`config.mk`:
```
export PLATFORM = sky130hd
export DESIGN_NAME = dlx_fetch_unit_flat
export DESIGN_NICKNAME = d
export VERILOG_FILES = /design/src/rtl/dlx_pkg.sv /design/src/rtl/dlx_fetch_unit_if.sv /design/src/rtl/dlx_fifo.sv /design/src/rtl/dlx_fetch_unit.sv /design/src/flat_wrapper.sv
export SDC_FILE = /design/constraint.sdc
export NUM_CORES = 1
export LEC_CHECK = 0
export BUFFER_PORTS_ARGS = -buffer_cell sky130_fd_sc_hd__buf_2
export CORE_MARGIN = 10
export CORE_UTILIZATION = 35
export CTS_CLUSTER_DIAMETER = 100
export DETAILED_ROUTE_END_ITERATION = 6
export GPL_TIMING_DRIVEN = 0
export HOLD_SLACK_MARGIN = 0.05
export SETUP_SLACK_MARGIN = 0.1
export SLEW_MARGIN = 20
export SYNTH_ARGS = -nofsm -noshare
export SYNTH_HDL_FRONTEND = slang
export SYNTH_SLANG_ARGS = --single-unit
```
`constraint.sdc`:
```
create_clock -name clk -period 5 [get_ports clk]
set_input_delay 1 -clock clk [delete_from_list [all_inputs] [get_ports clk]]
set_output_delay 1 -clock clk [all_outputs]
set_load 0.02 [all_outputs]
```
`src/rtl/dlx_pkg.sv`:
```
// dlx_pkg: shared types and constants for the DLX fetch/decode boundary.
//   PC_STEP       - byte distance between sequential instructions
//   fetch_entry_t - {pc, instr} pair as handed from fetch to ID
package dlx_pkg;

   localparam int PC_STEP  = 4;
   localparam int DLX_XLEN = 32;
   localparam int DLX_ILEN = 32;

   typedef struct packed {
      logic [DLX_XLEN-1:0] pc;
      logic [DLX_ILEN-1:0] instr;
   } fetch_entry_t;

endpackage

```
`src/rtl/dlx_fetch_unit_if.sv`:
```
// dlx_fetch_unit_if: instruction ROM request/response bus.
//   i_address    - request address (fetch -> ROM)
//   i_req        - request strobe (fetch -> ROM)
//   i_data_valid - response strobe for the oldest outstanding request (ROM -> fetch)
//   i_data_read  - response data (ROM -> fetch)
// master = fetch unit, slave = ROM.
interface dlx_fetch_unit_if #(
   parameter int XLEN = 32,
   parameter int ILEN = 32
);
   logic [XLEN-1:0] i_address;
   logic            i_req;
   logic            i_data_valid;
   logic [ILEN-1:0] i_data_read;

   modport master (output i_address, i_req, input  i_data_valid, i_data_read);
   modport slave  (input  i_address, i_req, output i_data_valid, i_data_read);
endinterface

```
`src/rtl/dlx_fifo.sv`:
```
// dlx_fifo: synchronous FIFO with flush.
//   clk, reset_n - clock, async active-low reset
//   push_i/wdata_i - write one entry (caller guarantees not full)
//   pop_i          - drop head entry (caller guarantees not empty)
//   flush_i        - empty the FIFO; overrides push/pop
//   rdata_o        - head entry (undefined contents when empty)
//   count_o        - number of stored entries
// DEPTH must be a power of 2 so the pointers wrap naturally.
module dlx_fifo #(
   parameter int WIDTH = 64,
   parameter int DEPTH = 4
) (
   input  logic                       clk,
   input  logic                       reset_n,
   input  logic                       push_i,
   input  logic                       pop_i,
   input  logic                       flush_i,
   input  logic [WIDTH-1:0]           wdata_i,
   output logic [WIDTH-1:0]           rdata_o,
   output logic [$clog2(DEPTH+1)-1:0] count_o
);
   localparam int CW = $clog2(DEPTH+1);
   localparam int AW = $clog2(DEPTH);

   logic [WIDTH-1:0] mem_q [DEPTH];
   logic [AW-1:0]    rd_q, rd_d, wr_q, wr_d;
   logic [CW-1:0]    cnt_q, cnt_d;

   always_comb begin
      rd_d  = rd_q;
      wr_d  = wr_q;
      cnt_d = cnt_q;
      if (flush_i) begin
         rd_d  = '0;
         wr_d  = '0;
         cnt_d = '0;
      end else begin
         if (push_i) wr_d = wr_q + 1'b1;
         if (pop_i)  rd_d = rd_q + 1'b1;
         case ({push_i, pop_i})
            2'b10:   cnt_d = cnt_q + 1'b1;
            2'b01:   cnt_d = cnt_q - 1'b1;
            default: cnt_d = cnt_q;
         endcase
      end
   end

   always_ff @(posedge clk or negedge reset_n) begin
      if (!reset_n) begin
         rd_q  <= '0;
         wr_q  <= '0;
         cnt_q <= '0;
      end else begin
         rd_q  <= rd_d;
         wr_q  <= wr_d;
         cnt_q <= cnt_d;
      end
   end

   // Storage needs no reset: count gates every use of the head.
   always_ff @(posedge clk) begin
      if (push_i && !flush_i) mem_q[wr_q] <= wdata_i;
   end

   assign rdata_o = mem_q[rd_q];
   assign count_o = cnt_q;

endmodule

```
`src/rtl/dlx_fetch_unit.sv`:
```
// dlx_fetch_unit: prefetching instruction-fetch stage for the pipelined DLX.
//   clk, reset_n        - clock, async active-low reset
//   rom                 - ROM request/response bus (master side)
//   pc_cmd_ID/pc_in_ID  - redirect from ID
//   pc_cmd_EX/pc_in_EX  - redirect from EX (wins over ID)
//   instr_valid_ID, instr_ID, PC_ID, instr_ready_ID - valid/ready hand-off to ID
// Requests are pipelined up to DEPTH deep; responses land in a DEPTH-entry
// queue. A redirect flushes the queue and marks every still-outstanding
// request for discard, since the ROM cannot cancel them.
module dlx_fetch_unit
   import dlx_pkg::*;
#(
   parameter int              XLEN     = 32,
   parameter int              DEPTH    = 4,
   parameter logic [XLEN-1:0] RESET_PC = '0,
   parameter int              ILEN     = 32
) (
   input  logic                  clk,
   input  logic                  reset_n,
   dlx_fetch_unit_if.master      rom,
   input  logic                  pc_cmd_ID,
   input  logic [XLEN-1:0]       pc_in_ID,
   input  logic                  pc_cmd_EX,
   input  logic [XLEN-1:0]       pc_in_EX,
   output logic                  instr_valid_ID,
   output logic [ILEN-1:0]       instr_ID,
   output logic [XLEN-1:0]       PC_ID,
   input  logic                  instr_ready_ID
);
   localparam int              CW      = $clog2(DEPTH+1);
   localparam logic [CW-1:0]   DEPTH_C = CW'(DEPTH);
   localparam logic [CW:0]     DEPTH_X = (CW+1)'(DEPTH);
   localparam logic [XLEN-1:0] STEP    = XLEN'(PC_STEP);

   logic [XLEN-1:0]      fetch_pc_q, fetch_pc_d;
   logic [XLEN-1:0]      resp_pc_q, resp_pc_d;
   logic [CW-1:0]        inflight_q, inflight_d;
   logic [CW-1:0]        discard_q, discard_d;
   logic [CW-1:0]        count;
   logic [CW:0]          occ;
   logic [XLEN+ILEN-1:0] head;
   logic                 redirect, issue, rsp, keep, pop, head_vld;
   logic [XLEN-1:0]      target;

   assign redirect = pc_cmd_EX | pc_cmd_ID;
   assign target   = pc_cmd_EX ? pc_in_EX : pc_in_ID;
   assign rsp      = rom.i_data_valid;

   // Slots already promised: queued entries plus responses still to be kept.
   // No same-cycle pop credit, so a push can never hit a full queue.
   assign occ   = {1'b0, count} + {1'b0, inflight_q} - {1'b0, discard_q};
   assign issue = reset_n & ~redirect & (inflight_q < DEPTH_C) & (occ < DEPTH_X);
   assign keep  = rsp & (discard_q == '0) & ~redirect;

   assign head_vld       = (count != '0);
   assign instr_valid_ID = head_vld & ~redirect;
   assign pop            = instr_valid_ID & instr_ready_ID;
   assign instr_ID       = head_vld ? head[ILEN-1:0]         : '0;
   assign PC_ID          = head_vld ? head[XLEN+ILEN-1:ILEN] : '0;

   assign rom.i_req     = issue;
   assign rom.i_address = fetch_pc_q;

   always_comb begin
      fetch_pc_d = fetch_pc_q;
      resp_pc_d  = resp_pc_q;
      inflight_d = inflight_q + CW'(issue) - CW'(rsp);
      discard_d  = discard_q;
      if (redirect) begin
         fetch_pc_d = target;
         resp_pc_d  = target;
         // Everything still outstanding after this cycle belongs to the old path.
         discard_d  = inflight_q - CW'(rsp);
      end else begin
         if (issue) fetch_pc_d = fetch_pc_q + STEP;
         if (keep)  resp_pc_d  = resp_pc_q + STEP;
         if (rsp && discard_q != '0) discard_d = discard_q - 1'b1;
      end
   end

   always_ff @(posedge clk or negedge reset_n) begin
      if (!reset_n) begin
         fetch_pc_q <= RESET_PC;
         resp_pc_q  <= RESET_PC;
         inflight_q <= '0;
         discard_q  <= '0;
      end else begin
         fetch_pc_q <= fetch_pc_d;
         resp_pc_q  <= resp_pc_d;
         inflight_q <= inflight_d;
         discard_q  <= discard_d;
      end
   end

   dlx_fifo #(
      .WIDTH (XLEN+ILEN),
      .DEPTH (DEPTH)
   ) u_queue (
      .clk     (clk),
      .reset_n (reset_n),
      .push_i  (keep),
      .pop_i   (pop),
      .flush_i (redirect),
      .wdata_i ({resp_pc_q, rom.i_data_read}),
      .rdata_o (head),
      .count_o (count)
   );

endmodule

```
`src/flat_wrapper.sv`:
```
// flat-port wrapper written by rule: the top's interface ports become plain ports
module dlx_fetch_unit_flat import dlx_pkg::*;
#(
   parameter int              XLEN     = 32,
   parameter int              DEPTH    = 4,
   parameter logic [XLEN-1:0] RESET_PC = '0,
   parameter int              ILEN     = 32
)
  (clk, reset_n, pc_cmd_ID, pc_in_ID, pc_cmd_EX, pc_in_EX, instr_valid_ID, instr_ID, PC_ID, instr_ready_ID, rom_i_address, rom_i_req, rom_i_data_valid, rom_i_data_read);
  dlx_fetch_unit_if #(.XLEN(XLEN), .ILEN(ILEN)) rom_i ();
  input  logic clk;
  input  logic reset_n;
  input  logic pc_cmd_ID;
  input  logic [XLEN-1:0] pc_in_ID;
  input  logic pc_cmd_EX;
  input  logic [XLEN-1:0] pc_in_EX;
  output logic instr_valid_ID;
  output logic [ILEN-1:0] instr_ID;
  output logic [XLEN-1:0] PC_ID;
  input  logic instr_ready_ID;
  output wire logic [$bits(rom_i.i_address)-1:0] rom_i_address;
  output wire logic [$bits(rom_i.i_req)-1:0] rom_i_req;
  input wire logic [$bits(rom_i.i_data_valid)-1:0] rom_i_data_valid;
  input wire logic [$bits(rom_i.i_data_read)-1:0] rom_i_data_read;
  assign rom_i_address = rom_i.i_address;
  assign rom_i_req = rom_i.i_req;
  assign rom_i.i_data_valid = rom_i_data_valid;
  assign rom_i.i_data_read = rom_i_data_read;
  dlx_fetch_unit #(.XLEN(XLEN), .DEPTH(DEPTH), .RESET_PC(RESET_PC), .ILEN(ILEN)) u_core (.clk(clk), .reset_n(reset_n), .rom(rom_i), .pc_cmd_ID(pc_cmd_ID), .pc_in_ID(pc_in_ID), .pc_cmd_EX(pc_cmd_EX), .pc_in_EX(pc_in_EX), .instr_valid_ID(instr_valid_ID), .instr_ID(instr_ID), .PC_ID(PC_ID), .instr_ready_ID(instr_ready_ID));
endmodule
```
==> impl_results.md <==
- Area leader, netlist: edfxtp_1
- Cell Rows: 75
- CP Launch Type: flop
- Ys async rst share: 0.227
- DRC viols: 0
- Yosys cell types: 68
- Syn nets: 1172
- Ports: 200
- Pre-CTS WS: 0.344 ns
- First-pass detailed-route iteration total: 5
- Mapped Avg Cell Area: 14.2 um^2
- Nets: 1415
- Setup WS post-layout: 0.347 ns
- Clock transition at path regs: 0.06 ns
- Post-CTS setup buffer count: 0
- Layout fillers: 3860
- Top FF cell, synth: edfxtp_1
- Tmin final: 4.65 ns
- Port bufs: 198
- Top-count cell post-synth: edfxtp_1
- Design Power: 0.00680 W
- Clock sink total: 331
- DR vias/cell: 5.42
- Synth Warn #: 0
- Critical Path Fanout Max: 6
- Resize count post-CTS: 0
- Final ANT Viol Nets: 0
- Max VDD drop: 0.207 mV
- Seq cells post-synth: 331
- Slew Viols, Final: 0
- Final clock period utilization by the worst path: 0.931
- Hold-fix buffers, CTS: 0
- Yosys top cell area share: 0.517
- Wire per inst: 22.1 um
- Critical Path Source: u_core.u_queue.count_o[1]$_DFFE_PN0P_
- Top cells by area, synth: edfxtp_1 52%, dfrtp_1 13%, mux4_2 9.7%
- Post-synth EDFFs: 256
- Fin Setup TNS: 0 ns
- CTS tree: built
- Iter 0 DRT Violations: 1068
- Endpoints failing setup: 0
- Hold_ws: 0.406 ns
- Final core occ: 0.427
- Die Area: 0.0512 mm^2
- Slew at the pin closest to its max-slew limit: 1.13 ns
- Die Width: 226 um
- Maxcap violations: 0
- Total GRT Usage: 0.159
- GPL Wtd Cong: 0.925
- CTS Root Cell: clkbuf_16
- HPWL after DPL: 28900 um
- R2R cell count: 13
- Max Buffers Root-to-Sink: 3
- Initial antenna violation count: 0
- Initial core utilization: 0.355
- Slew HR: 0.242
- Die H: 226 um
- WP data arrival: 3.65 ns
- Reg2reg start: u_core.u_queue.count_o[1]$_DFFE_PN0P_
- Synth top cells by count: 256 x edfxtp_1, 84 x and2_1, 75 x dfrtp_1, 73 x nand2_1
- CORE AREA: 0.0419 mm^2
- Final Hold Vio Count: 0
- Post-Route WL: 41000 um
- Worst hold path class: input port to async pin
- H-Tree Depth: 2
- Outcome: finished clean
- P_leak: 6.57 nW
- Post-synthesis sequential area ratio: 0.643
- Ant. Diodes: 0
- Via count: 10083
- Total gr overflow: 0
- Final Skew: 0.0160 ns
- CP required: 4.00 ns
- CTS buffer count: 38
- CP Class: flop to output port
- First-pass GRT wire length: 62600 um
- Number of global-route vias before repair: 10338
- CP Capture Type: output port
- RSZ-0062 raised after global routing: no
- Largest net degree at the start of global routing: 54
- Cell area after synthesis: 0.0149 mm^2
- Clk_lat worst skew: 0.51 ns
- Max frequency: 215 MHz
- Area grow syn2layout: 20.4%
- Power density cells: 380 mW/mm^2
- Synth Instances: 1050
- Layout cells sized above 1: 0.261
-- worst paths after layout --
path / endpoint / slack (ns)
max: rom_i_req / 0.35
min: u_core.rom.i_address[19]$_DFFE_PN0P_ / 0.41
max reg2reg: u_core.inflight_q[2]$_DFF_PN0_ / 1.02
min reg2reg: u_core.inflight_q[0]$_DFF_PN0_ / 0.53
max in group asynchronous: u_core.rom.i_address[0]$_DFFE_PN0P_ / 3.97
min in group clk: u_core.inflight_q[0]$_DFF_PN0_ / 0.53
-- placed cells by master, fill, tap and decap left out, drive strengths merged, types with 5 or more instances in the layout --
cell type  synthesis  final
a2bb2oi            7      7
clkbuf            44     92
a31oi             22     22
o31ai             11     11
a21boi             7      7
nand4             21     21
clkinv             0     10
and2              84     84
or3                7      7
and3              23     23
dfrtp             75     75
nand2             73     73
ha                16     16
xnor2              8      8
a21oi             64     64
a311oi             5      5
inv               25     29
nor3              14     14
edfxtp           256    256
or4                7      7
mux4              64     64
nor2              39     39
o21a               6      6
o21ai             37     37
xor2               5      5
a31o               6      6
nor4              11     11
nand3             29     29
buf               14    217
and4               7      7
a211oi             5      5
-- area by class of cell --
type,instances,area [um^2],area share
flip-flops and latches,331,9560,0.534
multi-input cells,636,5010,0.280
repair buffers,203,1120,0.0623
clock buffers,48,1010,0.0564
well taps,539,674,0.0377
plain buffers,58,240,0.0134
clock inverters,19,206,0.0115
inverters,25,93.8,0.00524
-- kinds of logic (layout without fill, tap and decap cells) --
| logic type | Yosys count | after routing | share of synthesized area |
|---|---|---|---|
| muxes | 67 | 67 | 0.0989 |
| buffers and inverters | 83 | 353 | 0.0224 |
| xor gates and xnor gates | 13 | 13 | 0.00765 |
| DFF | 331 | 331 | 0.643 |
| adders and majority gates | 20 | 20 | 0.0188 |
| AOI/OAI and AO/OA | 205 | 205 | 0.0890 |
| and+or+nand+nor | 331 | 331 | 0.120 |
-- sequential cells by signal (all words and copies together) (netlist names) --
name and cells:
u_core.u_queue.count_o 3, u_core.resp_pc_q 31, u_core.u_queue.mem_q 256, u_core.u_queue.rd_q 2
u_core.inflight_q 3, u_core.discard_q 3, u_core.rom.i_address 31, u_core.u_queue.wr_q 2
-- layer usage --
metal	part of all wire	global-route usage	up-vias
met5	0	0	-
met3	0.077	0.0376	64
met4	0.021	0.0431	0
met2	0.46	0.252	392
met1	0.44	0.216	5053
li1	-	-	4574
-- report_power, final --
part / leakage, nW / internal (W) / switching, W / total [W]
combinational: 2.71 / 0.000316 / 0.000505 / 0.000821
clock: 0.593 / 0.00164 / 0.00109 / 0.00273
sequential: 3.27 / 0.00310 / 0.000155 / 0.00325
total: 6.57 / 0.00506 / 0.00175 / 0.00680
-- per-stage QoR --
step	cell area [um^2]	cells
floorplan	14900	1050
global placement	16500	1787
detailed placement	16700	1792
CTS	17900	1859
global route	17900	1859
finish	17900	1859
-- worst max-delay path, cell delays in order (launching register included) --
cell and delay [ns]:
dfrtp_1 0.40, inv_1 0.09, fa_1 0.54, inv_1 0.04, ha_1 0.28, and3b_4 0.21, or4_1 0.53, a31oi_1 0.53
nand2_1 0.19, inv_1 0.13, buf_2 0.18
Note: power is estimated with default switching activity, not from simulation.
